[config.mk]
export PLATFORM = sky130hd
export DESIGN_NAME = maq_h_param
export DESIGN_NICKNAME = d
export VERILOG_FILES = /design/src/rtl/maqh_pkg.sv /design/src/rtl/maqh_hour_fmt.sv /design/src/rtl/maq_h_param.sv
export SDC_FILE = /design/constraint.sdc
export NUM_CORES = 1
export LEC_CHECK = 0
export CAP_MARGIN = 10
export CORE_ASPECT_RATIO = 0.6
export CORE_MARGIN = 3
export CORE_UTILIZATION = 62
export DETAILED_ROUTE_END_ITERATION = 8
export PLACE_DENSITY = 0.85
export SYNTH_ARGS = -nofsm -noshare
export SYNTH_HDL_FRONTEND = slang
export SYNTH_HIERARCHICAL = 1
export SYNTH_SLANG_ARGS = --single-unit
[constraint.sdc]
create_clock -name maqh_clock -period 13.9 [get_ports maqh_clock]
set_input_delay 2.085 -clock maqh_clock [delete_from_list [all_inputs] [get_ports maqh_clock]]
set_output_delay 2.085 -clock maqh_clock [all_outputs]
set_load 0.1 [all_outputs]
[src/rtl/maqh_pkg.sv]
// Shared types and helpers for the parametrised hours counter.
// Holds the binary hour type, the 12h display constant, BCD validation and binary-to-BCD conversion.
package maqh_pkg;

  typedef logic [6:0] hour_t;

  localparam hour_t HOURS_12 = 7'd12;

  // Two-digit BCD value is legal when both digits are decimal and it lies below the limit.
  function automatic logic bcd_valid(input logic [3:0] lsd, input logic [7:0] msd, input int limit);
    return (lsd <= 4'd9) && (msd <= 8'd9) && ((int'(msd) * 10 + int'(lsd)) < limit);
  endfunction

  function automatic logic [7:0] to_bcd(input hour_t hour);
    logic [3:0] msd;
    logic [3:0] lsd;
    msd = 4'(hour / 7'd10);
    lsd = 4'(hour % 7'd10);
    return {msd, lsd};
  endfunction

endpackage

[src/rtl/maqh_hour_fmt.sv]
// Display formatter: binary hour plus 12h/24h selection to BCD digits and PM flag.
// Purely combinational; the parent registers the results.
module maqh_hour_fmt
  import maqh_pkg::*;
#(
  parameter int HOURS_PER_DAY = 24,
  parameter int MSD_W         = 2
) (
  input  hour_t            i_hour,
  input  logic             i_mode12,
  output logic [3:0]       o_lsd,
  output logic [MSD_W-1:0] o_msd,
  output logic             o_pm
);

  hour_t      w_disp;
  logic [7:0] w_bcd;

  // 12h folding only makes sense for a 24-hour day; other moduli always show the raw hour.
  always_comb begin
    w_disp = i_hour;
    if (HOURS_PER_DAY == 24 && i_mode12) begin
      if (i_hour == 7'd0) begin
        w_disp = HOURS_12;
      end else if (i_hour > HOURS_12) begin
        w_disp = i_hour - HOURS_12;
      end
    end
  end

  assign w_bcd = to_bcd(w_disp);
  assign o_lsd = w_bcd[3:0];
  assign o_msd = MSD_W'(w_bcd[7:4]);
  assign o_pm  = (i_hour >= HOURS_12);

endmodule

[src/rtl/maq_h_param.sv]
// Parametrised hours counter: configurable day length, up/down, 12/24h display, validated BCD load.
// Optional alarm-hour compare is built when the macro MAQH_ALARM_EN is defined.
module maq_h_param
  import maqh_pkg::*;
#(
  parameter int HOURS_PER_DAY = 24,
  parameter int RESET_HOUR    = 0,
  parameter int MSD_W         = 2
) (
  input  logic             maqh_clock,
  input  logic             maqh_reset,
  input  logic             maqh_enable,
  input  logic             maqh_down,
  input  logic             maqh_mode12,
  input  logic             maqh_load,
  input  logic [3:0]       maqh_load_lsd,
  input  logic [MSD_W-1:0] maqh_load_msd,
  output logic [3:0]       maqh_lsd,
  output logic [MSD_W-1:0] maqh_msd,
  output logic             maqh_pm,
  output logic             maqh_carry,
  output logic             maqh_load_err,
  input  logic             maqh_alarm_set,
  output logic             maqh_alarm_hit
);

  localparam hour_t      LP_LAST    = hour_t'(HOURS_PER_DAY - 1);
  localparam hour_t      LP_RST     = hour_t'(RESET_HOUR);
  localparam logic [7:0] LP_RST_BCD = to_bcd(LP_RST);

  hour_t            r_hour;
  logic [3:0]       r_lsd;
  logic [MSD_W-1:0] r_msd;
  logic             r_pm;
  logic             r_carry;
  logic             r_load_err;

  logic [7:0]       w_load_msd_ext;
  logic             w_load_ok;
  hour_t            w_load_val;
  hour_t            w_hour_next;
  logic             w_carry_next;
  logic             w_load_err;
  logic             w_alarm_err;
  logic [3:0]       w_fmt_lsd;
  logic [MSD_W-1:0] w_fmt_msd;
  logic             w_fmt_pm;

  assign w_load_msd_ext = {{(8 - MSD_W){1'b0}}, maqh_load_msd};
  assign w_load_ok      = bcd_valid(maqh_load_lsd, w_load_msd_ext, HOURS_PER_DAY);
  assign w_load_val     = hour_t'(w_load_msd_ext * 8'd10 + {4'b0000, maqh_load_lsd});
  assign w_load_err     = maqh_load && !w_load_ok;

  always_comb begin
    w_hour_next  = r_hour;
    w_carry_next = 1'b0;
    if (maqh_load) begin
      if (w_load_ok) begin
        w_hour_next = w_load_val;
      end
    end else if (maqh_enable) begin
      if (maqh_down) begin
        if (r_hour == 7'd0) begin
          w_hour_next  = LP_LAST;
          w_carry_next = 1'b1;
        end else begin
          w_hour_next = r_hour - 7'd1;
        end
      end else if (r_hour == LP_LAST) begin
        w_hour_next  = 7'd0;
        w_carry_next = 1'b1;
      end else begin
        w_hour_next = r_hour + 7'd1;
      end
    end
  end

  // Format the next hour so the display updates on the same edge that accepts the tick/load.
  maqh_hour_fmt #(
    .HOURS_PER_DAY(HOURS_PER_DAY),
    .MSD_W        (MSD_W)
  ) u_fmt (
    .i_hour  (w_hour_next),
    .i_mode12(maqh_mode12),
    .o_lsd   (w_fmt_lsd),
    .o_msd   (w_fmt_msd),
    .o_pm    (w_fmt_pm)
  );

  always_ff @(posedge maqh_clock or posedge maqh_reset) begin
    if (maqh_reset) begin
      r_hour     <= LP_RST;
      r_lsd      <= LP_RST_BCD[3:0];
      r_msd      <= MSD_W'(LP_RST_BCD[7:4]);
      r_pm       <= (LP_RST >= HOURS_12);
      r_carry    <= 1'b0;
      r_load_err <= 1'b0;
    end else begin
      r_hour     <= w_hour_next;
      r_lsd      <= w_fmt_lsd;
      r_msd      <= w_fmt_msd;
      r_pm       <= w_fmt_pm;
      r_carry    <= w_carry_next;
      r_load_err <= w_load_err | w_alarm_err;
    end
  end

`ifdef MAQH_ALARM_EN
  hour_t r_alarm;
  logic  r_alarm_hit;
  logic  w_alarm_idle;

  // The alarm shares the load digit bus, so it is captured only on an edge with no load or tick;
  // this also keeps a bad alarm value from ever pulsing load_err alongside a carry.
  assign w_alarm_idle = maqh_alarm_set && !maqh_load && !maqh_enable;
  assign w_alarm_err  = w_alarm_idle && !w_load_ok;

  always_ff @(posedge maqh_clock or posedge maqh_reset) begin
    if (maqh_reset) begin
      r_alarm     <= 7'd0;
      r_alarm_hit <= 1'b0;
    end else begin
      if (w_alarm_idle && w_load_ok) begin
        r_alarm <= w_load_val;
      end
      r_alarm_hit <= (w_hour_next != r_hour) && (w_hour_next == r_alarm);
    end
  end

  assign maqh_alarm_hit = r_alarm_hit;
`else
  logic w_unused_alarm;
  assign w_unused_alarm = maqh_alarm_set;
  assign w_alarm_err    = 1'b0;
  assign maqh_alarm_hit = 1'b0;
`endif

  assign maqh_lsd      = r_lsd;
  assign maqh_msd      = r_msd;
  assign maqh_pm       = r_pm;
  assign maqh_carry    = r_carry;
  assign maqh_load_err = r_load_err;

endmodule

=== Yosys cells after proc, flatten, opt, wreduce, memory -nomap -nowiden ===
Cells that the tools add are included.

* Register bits: 16
* Bits in latches: 0
* Bits in writable memories: 0
* Bits in read-only memories: 0
* Output and inout bits: 10
* Word-level logic and storage cells: 41
* Memories: 0

* Add/subtract/negate cells: 5
* Multiply operators: 2
* Divide/modulo/power cells: 2
* Magnitude comparators: 5
* Equal/unequal tests: 1
* Shift-type cells: 0
* Muxes and demuxes: 14
* Bitwise logic cells: 0
* Reduce and logical (&&, ||, !) cells: 6

{| class="wikitable"
|+ Operator list
! operator !! count
|-
| $mux 7 || 9
|-
| $add 6x4->7 || 2
|-
| $logic_not 7->1 || 2
|-
| $mul 2x3->5 const B || 2
|-
| $add 7x1->7 const B || 1
|-
| $div 7x4->7 const B || 1
|-
| $eq 7x5->1 const B || 1
|-
| $ge 7x4->1 const B || 1
|-
| $gt 7x4->1 const B || 1
|-
| $lt 7x5->1 const B || 1
|-
| $mod 7x4->7 const B || 1
|-
| $sub 7x1->7 const B || 1
|-
| $sub 7x4->7 const B || 1
|-
| $mux 1 || 5
|-
| $le 2x4->1 const B || 1
|-
| $le 4x4->1 const B || 1
|-
| $logic_and 1x1->1 || 3
|-
| $logic_not 1->1 || 1
|}

=== Longest topological paths before layout ===
* Word-level depth: 11
* Depth in mapped cells: 36
* Depth with buffers taken out: 34

=== Hierarchy ===
The synthesis kept the hierarchy.

{| class="wikitable"
|+ By module, submodules not included
! module !! instances !! cells each !! area each (um2) !! sequential area each (um2)
|-
| maq_h_param || 1 || 122 || 1181.1 || 400.4
|-
| maqh_hour_fmt || 1 || 130 || 930.9 || 0.0
|}

=== Worst setup path after synthesis ===
OpenSTA, ideal clock, no wires.

* Kind: input to register
* Start: in maqh_load_lsd[1]
* End: reg r_lsd[2] (netlist: maqh_lsd[2])
* Arrival: 8.360 ns
* Setup slack: 5.405 ns
* Stages: 30
* Buffers on the path: 2
* Cell sequence: ha_1 -> inv_1 -> fa_1 -> or3b_1 -> o211ai_2 -> nor3_2 -> a221o_1 -> ha_1 -> clkbuf_2 -> or2_2 -> a21oi_1 -> o21ai_0 -> and2_4 -> ha_1 -> nor2b_1 -> a22oi_1 -> nor3_1 -> or4_1 -> a211o_1 -> and3_1 -> inv_1 -> ha_1 -> a22oi_4 -> or2_1 -> buf_4 -> xnor2_1 -> ha_1 -> o41ai_1 -> a2111oi_4 -> mux2i_1

* Word-level cells in the longest chain between the ends: 10

{| class="wikitable"
|+ Ends and longest elaborated chain
! what !! line !! source
|-
| from (decl) || maq_h_param.sv:16 || <nowiki>input logic [3:0] maqh_load_lsd,</nowiki>
|-
| $add 6x4->7 / $le 4x4->1 (equally long branches) || maqh_pkg.sv:11, maq_h_param.sv:51 ||
|-
| $lt 7x5->1 / $logic_and 1x1->1 (equally long branches) || maqh_pkg.sv:11 || <nowiki>return (lsd <= 4'd9) && (msd <= 8'd9) && ((int'(msd) * 10 + int'(lsd)) < limit);</nowiki>
|-
| $logic_and 1x1->1 || maqh_pkg.sv:11 ||
|-
| $mux 7 (*) || maq_h_param.sv:58 || <nowiki>if (w_load_ok) begin</nowiki>
|-
| $mux 7 (*) || maq_h_param.sv:57 || <nowiki>if (maqh_load) begin</nowiki>
|-
| named net w_hour_next[2] || maq_h_param.sv:41 || <nowiki>hour_t w_hour_next;</nowiki>
|-
| $sub 7x4->7 / $gt 7x4->1 (equally long branches) || maqh_hour_fmt.sv:26, maqh_hour_fmt.sv:25 ||
|-
| $mux 7 || maqh_hour_fmt.sv:25 || <nowiki>end else if (i_hour > HOURS_12) begin</nowiki>
|-
| $mux 7 || maqh_hour_fmt.sv:23 || <nowiki>if (i_hour == 7'd0) begin</nowiki>
|-
| $mux 7 (*) || maqh_hour_fmt.sv:22 || <nowiki>if (HOURS_PER_DAY == 24 && i_mode12) begin</nowiki>
|-
| $mod 7x4->7 (*) || maqh_pkg.sv:18 || <nowiki>lsd = 4'(hour % 7'd10);</nowiki>
|-
| named net w_fmt_lsd[2] || maq_h_param.sv:45 || <nowiki>logic [3:0] w_fmt_lsd;</nowiki>
|-
| to (signal assigned) || maq_h_param.sv:93 || <nowiki>r_lsd <= LP_RST_BCD[3:0];</nowiki>
|-
| to (signal assigned) || maq_h_param.sv:100 || <nowiki>r_lsd <= w_fmt_lsd;</nowiki>
|-
| to (decl) || maq_h_param.sv:32 || <nowiki>logic [3:0] r_lsd;</nowiki>
|}

The timed path passes the listed nets; every way through them passes the cells marked *.

=== Final worst setup path ===
* Start: in maqh_load_msd[1]
* End: reg r_lsd[3] (netlist: maqh_lsd[3])

* Word-level cells in the longest chain between the ends: 11

{| class="wikitable"
|+ Ends and longest elaborated chain
! what !! line !! source
|-
| from (decl) || maq_h_param.sv:17 || <nowiki>input logic [MSD_W-1:0] maqh_load_msd,</nowiki>
|-
| $mul 2x3->5 || maqh_pkg.sv:11, maq_h_param.sv:51 ||
|-
| $add 6x4->7 || maqh_pkg.sv:11, maq_h_param.sv:51 ||
|-
| $lt 7x5->1 || maqh_pkg.sv:11 ||
|-
| $logic_and 1x1->1 || maqh_pkg.sv:11 ||
|-
| $mux 7 (*) || maq_h_param.sv:58 ||
|-
| $mux 7 (*) || maq_h_param.sv:57 ||
|-
| named net w_hour_next[2] || maq_h_param.sv:41 ||
|-
| $sub 7x4->7 / $gt 7x4->1 (equally long branches) || maqh_hour_fmt.sv:26, maqh_hour_fmt.sv:25 ||
|-
| $mux 7 || maqh_hour_fmt.sv:25 ||
|-
| $mux 7 || maqh_hour_fmt.sv:23 ||
|-
| $mux 7 (*) || maqh_hour_fmt.sv:22 ||
|-
| $mod 7x4->7 (*) || maqh_pkg.sv:18 ||
|-
| named net w_fmt_lsd[3] || maq_h_param.sv:45 ||
|}

Marks and branches as above.

==> flow_summary.rst <==
.. list-table::
   :header-rows: 1

   * - Metric
     - Value
   * - Outcome
     - finished clean
   * - Cell types occupying the most area after synthesis
     - sky130_fd_sc_hd__dfrtp_1 19%, sky130_fd_sc_hd__ha_1 7.1%, sky130_fd_sc_hd__nand2_1 3.4%
   * - Maximum cell stage delay along the critical path
     - between 700 and 800 ps
   * - Switching power share of the total
     - 0.5535
   * - Post-DR wirelength/cell
     - 16.15 µm
   * - Clock slew at reported path FFs
     - 70 ps
   * - Number of remaining DRC errors
     - 0
   * - Area share of the leading cell type in the synthesized netlist
     - 0.1896
   * - Row count
     - 15
   * - Power Dens Cells
     - 216.2 nW/µm²
   * - Leakage power summed over all cells
     - between 0.0009 and 0.001 µW
   * - Power spent charging and discharging nets
     - ~280 µW
   * - Initial antenna violation count
     - 0
   * - Syn Inst Count
     - 252
   * - Part of the total power dissipated in sequential elements
     - 0.162
   * - Post-DRT Antenna Nets
     - 0
   * - Number of unique standard cell types used by synthesis
     - 79
   * - Relative contribution of combinational cells to total power
     - 0.754
   * - Share of flip-flops with an asynchronous set or reset after synthesis
     - 1.000
   * - Pre-antenna DRT Iters
     - 5
   * - Most frequent standard cell in the layout excluding fill and tap cells
     - sky130_fd_sc_hd__clkdlybuf4s50_1
   * - Met3 Usage GRT
     - 0.04577
   * - 1st-iter DRT viols
     - approximately 230
   * - Arrival time worst endpoint
     - 9740 ps
   * - GRT overflow
     - 0
   * - Cells after DPL
     - between 300 and 400
   * - Setup violation total in the final timing report
     - 0
   * - Largest net degree at the start of global routing
     - 19
   * - Chip Height
     - around 51 µm
   * - Maximum clock insertion buffer count
     - 2
   * - GRT Overall Usage
     - 0.2574
   * - Critical Path RT
     - 14060 ps
   * - Hold Vio Cnt, Final
     - 0
   * - Post-cts gate resize count
     - 0
   * - Avg Synthesized Cell Area
     - about 8.4 µm²
   * - Die area
     - between 4000 and 5000 µm²
   * - First-pass GRT wire length
     - 8266 µm
   * - Highest-delay cell along the critical path
     - sky130_fd_sc_hd__o41ai_1
   * - Clock group share of total power
     - 0.083
   * - Met2 track demand over resource in global routing
     - 0.3622
   * - Width of the die
     - between 80 and 90 µm
   * - Min-Delay Path Class
     - reg -> reg
   * - Peak clock frequency supported by timing
     - roughly 100 MHz
   * - Post-synth top area cell
     - sky130_fd_sc_hd__dfrtp_1
   * - Internal power consumption
     - ~220 µW
   * - Post-synth top flop
     - sky130_fd_sc_hd__dfrtp_1
   * - GRT Max-Usage Layer
     - met1
   * - Layout-stage area growth over the synthesis result
     - 10.13%
   * - Category of cells accounting for the largest share of critical-path delay
     - simple AND/OR/NAND/NOR gates
   * - Final worst-path cycle share
     - 0.6887
   * - Setup fix buffers added after clock tree synthesis
     - 0
   * - Startpoint kind of the worst setup timing path
     - input pin
   * - Remaining max-slew budget at the tightest pin
     - 0.3451
   * - Per-cell via count in the routed design
     - 6.456
   * - Fin nets
     - 290
   * - Final Skew
     - 5.312 ps
   * - # fillers
     - 219
   * - Time the worst path needs with I/O delays and setup
     - 9573 ps
   * - Placer Congestion
     - around 1
   * - Number of diodes added for antenna fixing
     - 0
   * - Number of synthesized register bits
     - 16
   * - Via count of the first global-routing pass
     - 1705
   * - Highest net fanout along the worst path
     - 9
   * - Fraction of final layout cells sized beyond drive strength 1
     - 0.1521
   * - # H-tree levels
     - 1
   * - Summed instance area of the synthesized netlist
     - roughly 2100 µm²
   * - Cts-stage hold buffer count
     - 0
   * - Combined area of the multi-input logic cells
     - 1528 µm²
   * - Worst setup EP type
     - flip-flop
   * - CP bufs+invs
     - 3
   * - Transition at the pin with the smallest max-transition slack
     - about 1000 ps
   * - Worst setup path category
     - in -> reg
   * - Storage cell area
     - between 400 and 500 µm²
   * - Critical Path Most Common Cell
     - sky130_fd_sc_hd__ha_1
   * - Yosys Warn Count
     - 6
   * - Total Routed Length
     - roughly 5000 µm
   * - Commonest cells after routing, fill and taps aside
     - 20 x sky130_fd_sc_hd__clkdlybuf4s50_1, 19 x sky130_fd_sc_hd__nand2_1, 17 x sky130_fd_sc_hd__inv_1
   * - Clock insertion delay at the later pin of the skew report
     - roughly 250 ps
   * - Via count of the routed design
     - between 1500 and 2000
   * - Layout Cells excl Fill
     - 305
   * - Worst VDD drop
     - 0.1686 mV
   * - Dpl hpwl
     - about 3800 µm
   * - Syn_nets
     - 278
   * - GR Util met1
     - 0.4020
   * - I/O pins
     - 23
   * - Clock net sink count
     - 16
   * - Final-layout setup total negative slack
     - 0 ps
   * - TritonCTS clock tree
     - yes
   * - Root buffer selected by CTS
     - sky130_fd_sc_hd__clkbuf_8
   * - Number of buffers added by the clock tree synthesis step
     - 3
   * - Post-placement worst setup slack
     - between 4000 and 5000 ps
   * - Core Footprint
     - roughly 3100 µm²
   * - Number of synthesized flops with an enable pin
     - 0
   * - Unrepaired setup endpoints after global routing
     - false
   * - Count of buffers from port buffering
     - 20
   * - Seq/Total Area, Yosys
     - 0.1896
   * - Starting density of the core
     - 0.6904
   * - Worst setup slack after layout
     - approximately 4300 ps
   * - Number of max-cap violations
     - 0
   * - Power, Total
     - between 500 and 600 µW
   * - Final Max Slew Viols
     - 0
-- layer usage --
layer  share of wire  vias up
met2            0.39       99
met5               0        -
met4          0.0093        0
li1                -      951
met3           0.091        8
met1            0.51      911
-- power groups by stage --
stage	logic [µW]	clock network [µW]	registers, µW
6_report	379	41.8	81.7
5_1_grt	409	44.5	83.5
4_1_cts	375	42.0	80.9
3_5_place_dp	373	0	82.0
3_3_place_gp	364	0	81.1
2_1_floorplan	251	0	141
-- worst register-to-register path, stage by stage, from the launching register on --
cell and delay, ps:
sky130_fd_sc_hd__dfrtp_1 490, sky130_fd_sc_hd__ha_1 290, sky130_fd_sc_hd__nand2_2 120, sky130_fd_sc_hd__nor2_1 60
sky130_fd_sc_hd__a311o_1 340, sky130_fd_sc_hd__a311oi_1 270, sky130_fd_sc_hd__a221o_1 370, sky130_fd_sc_hd__ha_1 430
sky130_fd_sc_hd__nand2b_1 260, sky130_fd_sc_hd__xnor2_1 170, sky130_fd_sc_hd__o22ai_1 180, sky130_fd_sc_hd__a21oi_1 90
sky130_fd_sc_hd__ha_1 300, sky130_fd_sc_hd__nor2b_1 170, sky130_fd_sc_hd__a22oi_1 150, sky130_fd_sc_hd__nor3_1 70
sky130_fd_sc_hd__or4_1 530, sky130_fd_sc_hd__a211o_1 270, sky130_fd_sc_hd__and3_1 230, sky130_fd_sc_hd__inv_1 150
sky130_fd_sc_hd__ha_1 290, sky130_fd_sc_hd__a22oi_4 110, sky130_fd_sc_hd__or2_1 290, sky130_fd_sc_hd__xnor2_1 170
sky130_fd_sc_hd__ha_1 240, sky130_fd_sc_hd__o41ai_1 720, sky130_fd_sc_hd__a2111oi_4 90, sky130_fd_sc_hd__o21ai_0 220
-- flip-flops by register name, summed over array words and instances (netlist names) --
register,count
r_hour,7
maqh_lsd,4
maqh_msd,2
maqh_carry,1
maqh_load_err,1
maqh_pm,1
-- metrics by stage --
step / hold slack (ps) / utilization / cell area, µm²
global route: 829.4 / 0.7603 / 2326
floorplan: 627.8 / - / 2112
detailed placement: 761.0 / 0.7423 / 2271
CTS: 771.6 / 0.7603 / 2326
finish: 778.7 / 0.7603 / 2326
global placement: 764.9 / 0.7423 / 2271
-- synthesized netlist by cell type (3+ instances only) --
master,instances
sky130_fd_sc_hd__nand2_1,19
sky130_fd_sc_hd__inv_1,17
sky130_fd_sc_hd__dfrtp_1,16
sky130_fd_sc_hd__nor2_1,15
sky130_fd_sc_hd__o21ai_0,14
sky130_fd_sc_hd__a21oi_1,13
sky130_fd_sc_hd__ha_1,12
sky130_fd_sc_hd__nor3_1,7
sky130_fd_sc_hd__nand3_1,6
sky130_fd_sc_hd__xnor2_1,6
sky130_fd_sc_hd__nand2b_1,5
sky130_fd_sc_hd__a211oi_1,4
sky130_fd_sc_hd__buf_4,4
sky130_fd_sc_hd__nor2b_1,4
sky130_fd_sc_hd__nor3_2,4
sky130_fd_sc_hd__nor3b_1,4
sky130_fd_sc_hd__o211ai_1,4
sky130_fd_sc_hd__a221o_1,3
sky130_fd_sc_hd__a22oi_1,3
sky130_fd_sc_hd__and2_4,3
sky130_fd_sc_hd__buf_2,3
sky130_fd_sc_hd__buf_6,3
sky130_fd_sc_hd__clkbuf_1,3
sky130_fd_sc_hd__mux2i_1,3
sky130_fd_sc_hd__nand3b_1,3
sky130_fd_sc_hd__o22ai_1,3
sky130_fd_sc_hd__or2_1,3
-- layout make-up --
type	instances	share of cell area
multi-input cells	202	0.6568
clock buffers	4	0.02367
flip-flops and latches	16	0.1721
inverters	18	0.02905
well taps	42	0.02259
repair buffers	23	0.09575
-- worst paths after layout --
path                       slack, ps  cells past startpoint               endpoint                 from
max                             4330                     29  maqh_lsd[3]$_DFF_PP0_     maqh_load_msd[1]
max in group asynchronous      11310                      2  maqh_msd[0]$_DFF_PP0_           maqh_reset
max reg2reg                     6750                     27  maqh_lsd[3]$_DFF_PP0_  r_hour[0]$_DFF_PP0_
min                              780                      3    r_hour[6]$_DFF_PP0_  r_hour[6]$_DFF_PP0_
min in group asynchronous       2200                      2      maqh_pm$_DFF_PP0_           maqh_reset
min reg2reg                      780                      3    r_hour[6]$_DFF_PP0_  r_hour[6]$_DFF_PP0_
-- kinds of logic (layout without fill, tap and decap cells) --
family / Yosys count / in the layout / synth area share
DFF: 16 / 16 / 0.1896
xor gates and xnor gates: 7 / 7 / 0.02903
other: 1 / 1 / 0.001776
adders and majority gates: 13 / 13 / 0.08057
and+or+nand+nor: 97 / 97 / 0.2767
muxes: 5 / 5 / 0.02607
buffers and inverters: 34 / 45 / 0.08708
AOI/OAI and AO/OA: 79 / 79 / 0.3092
Note: power is estimated with default switching activity, not from simulation.
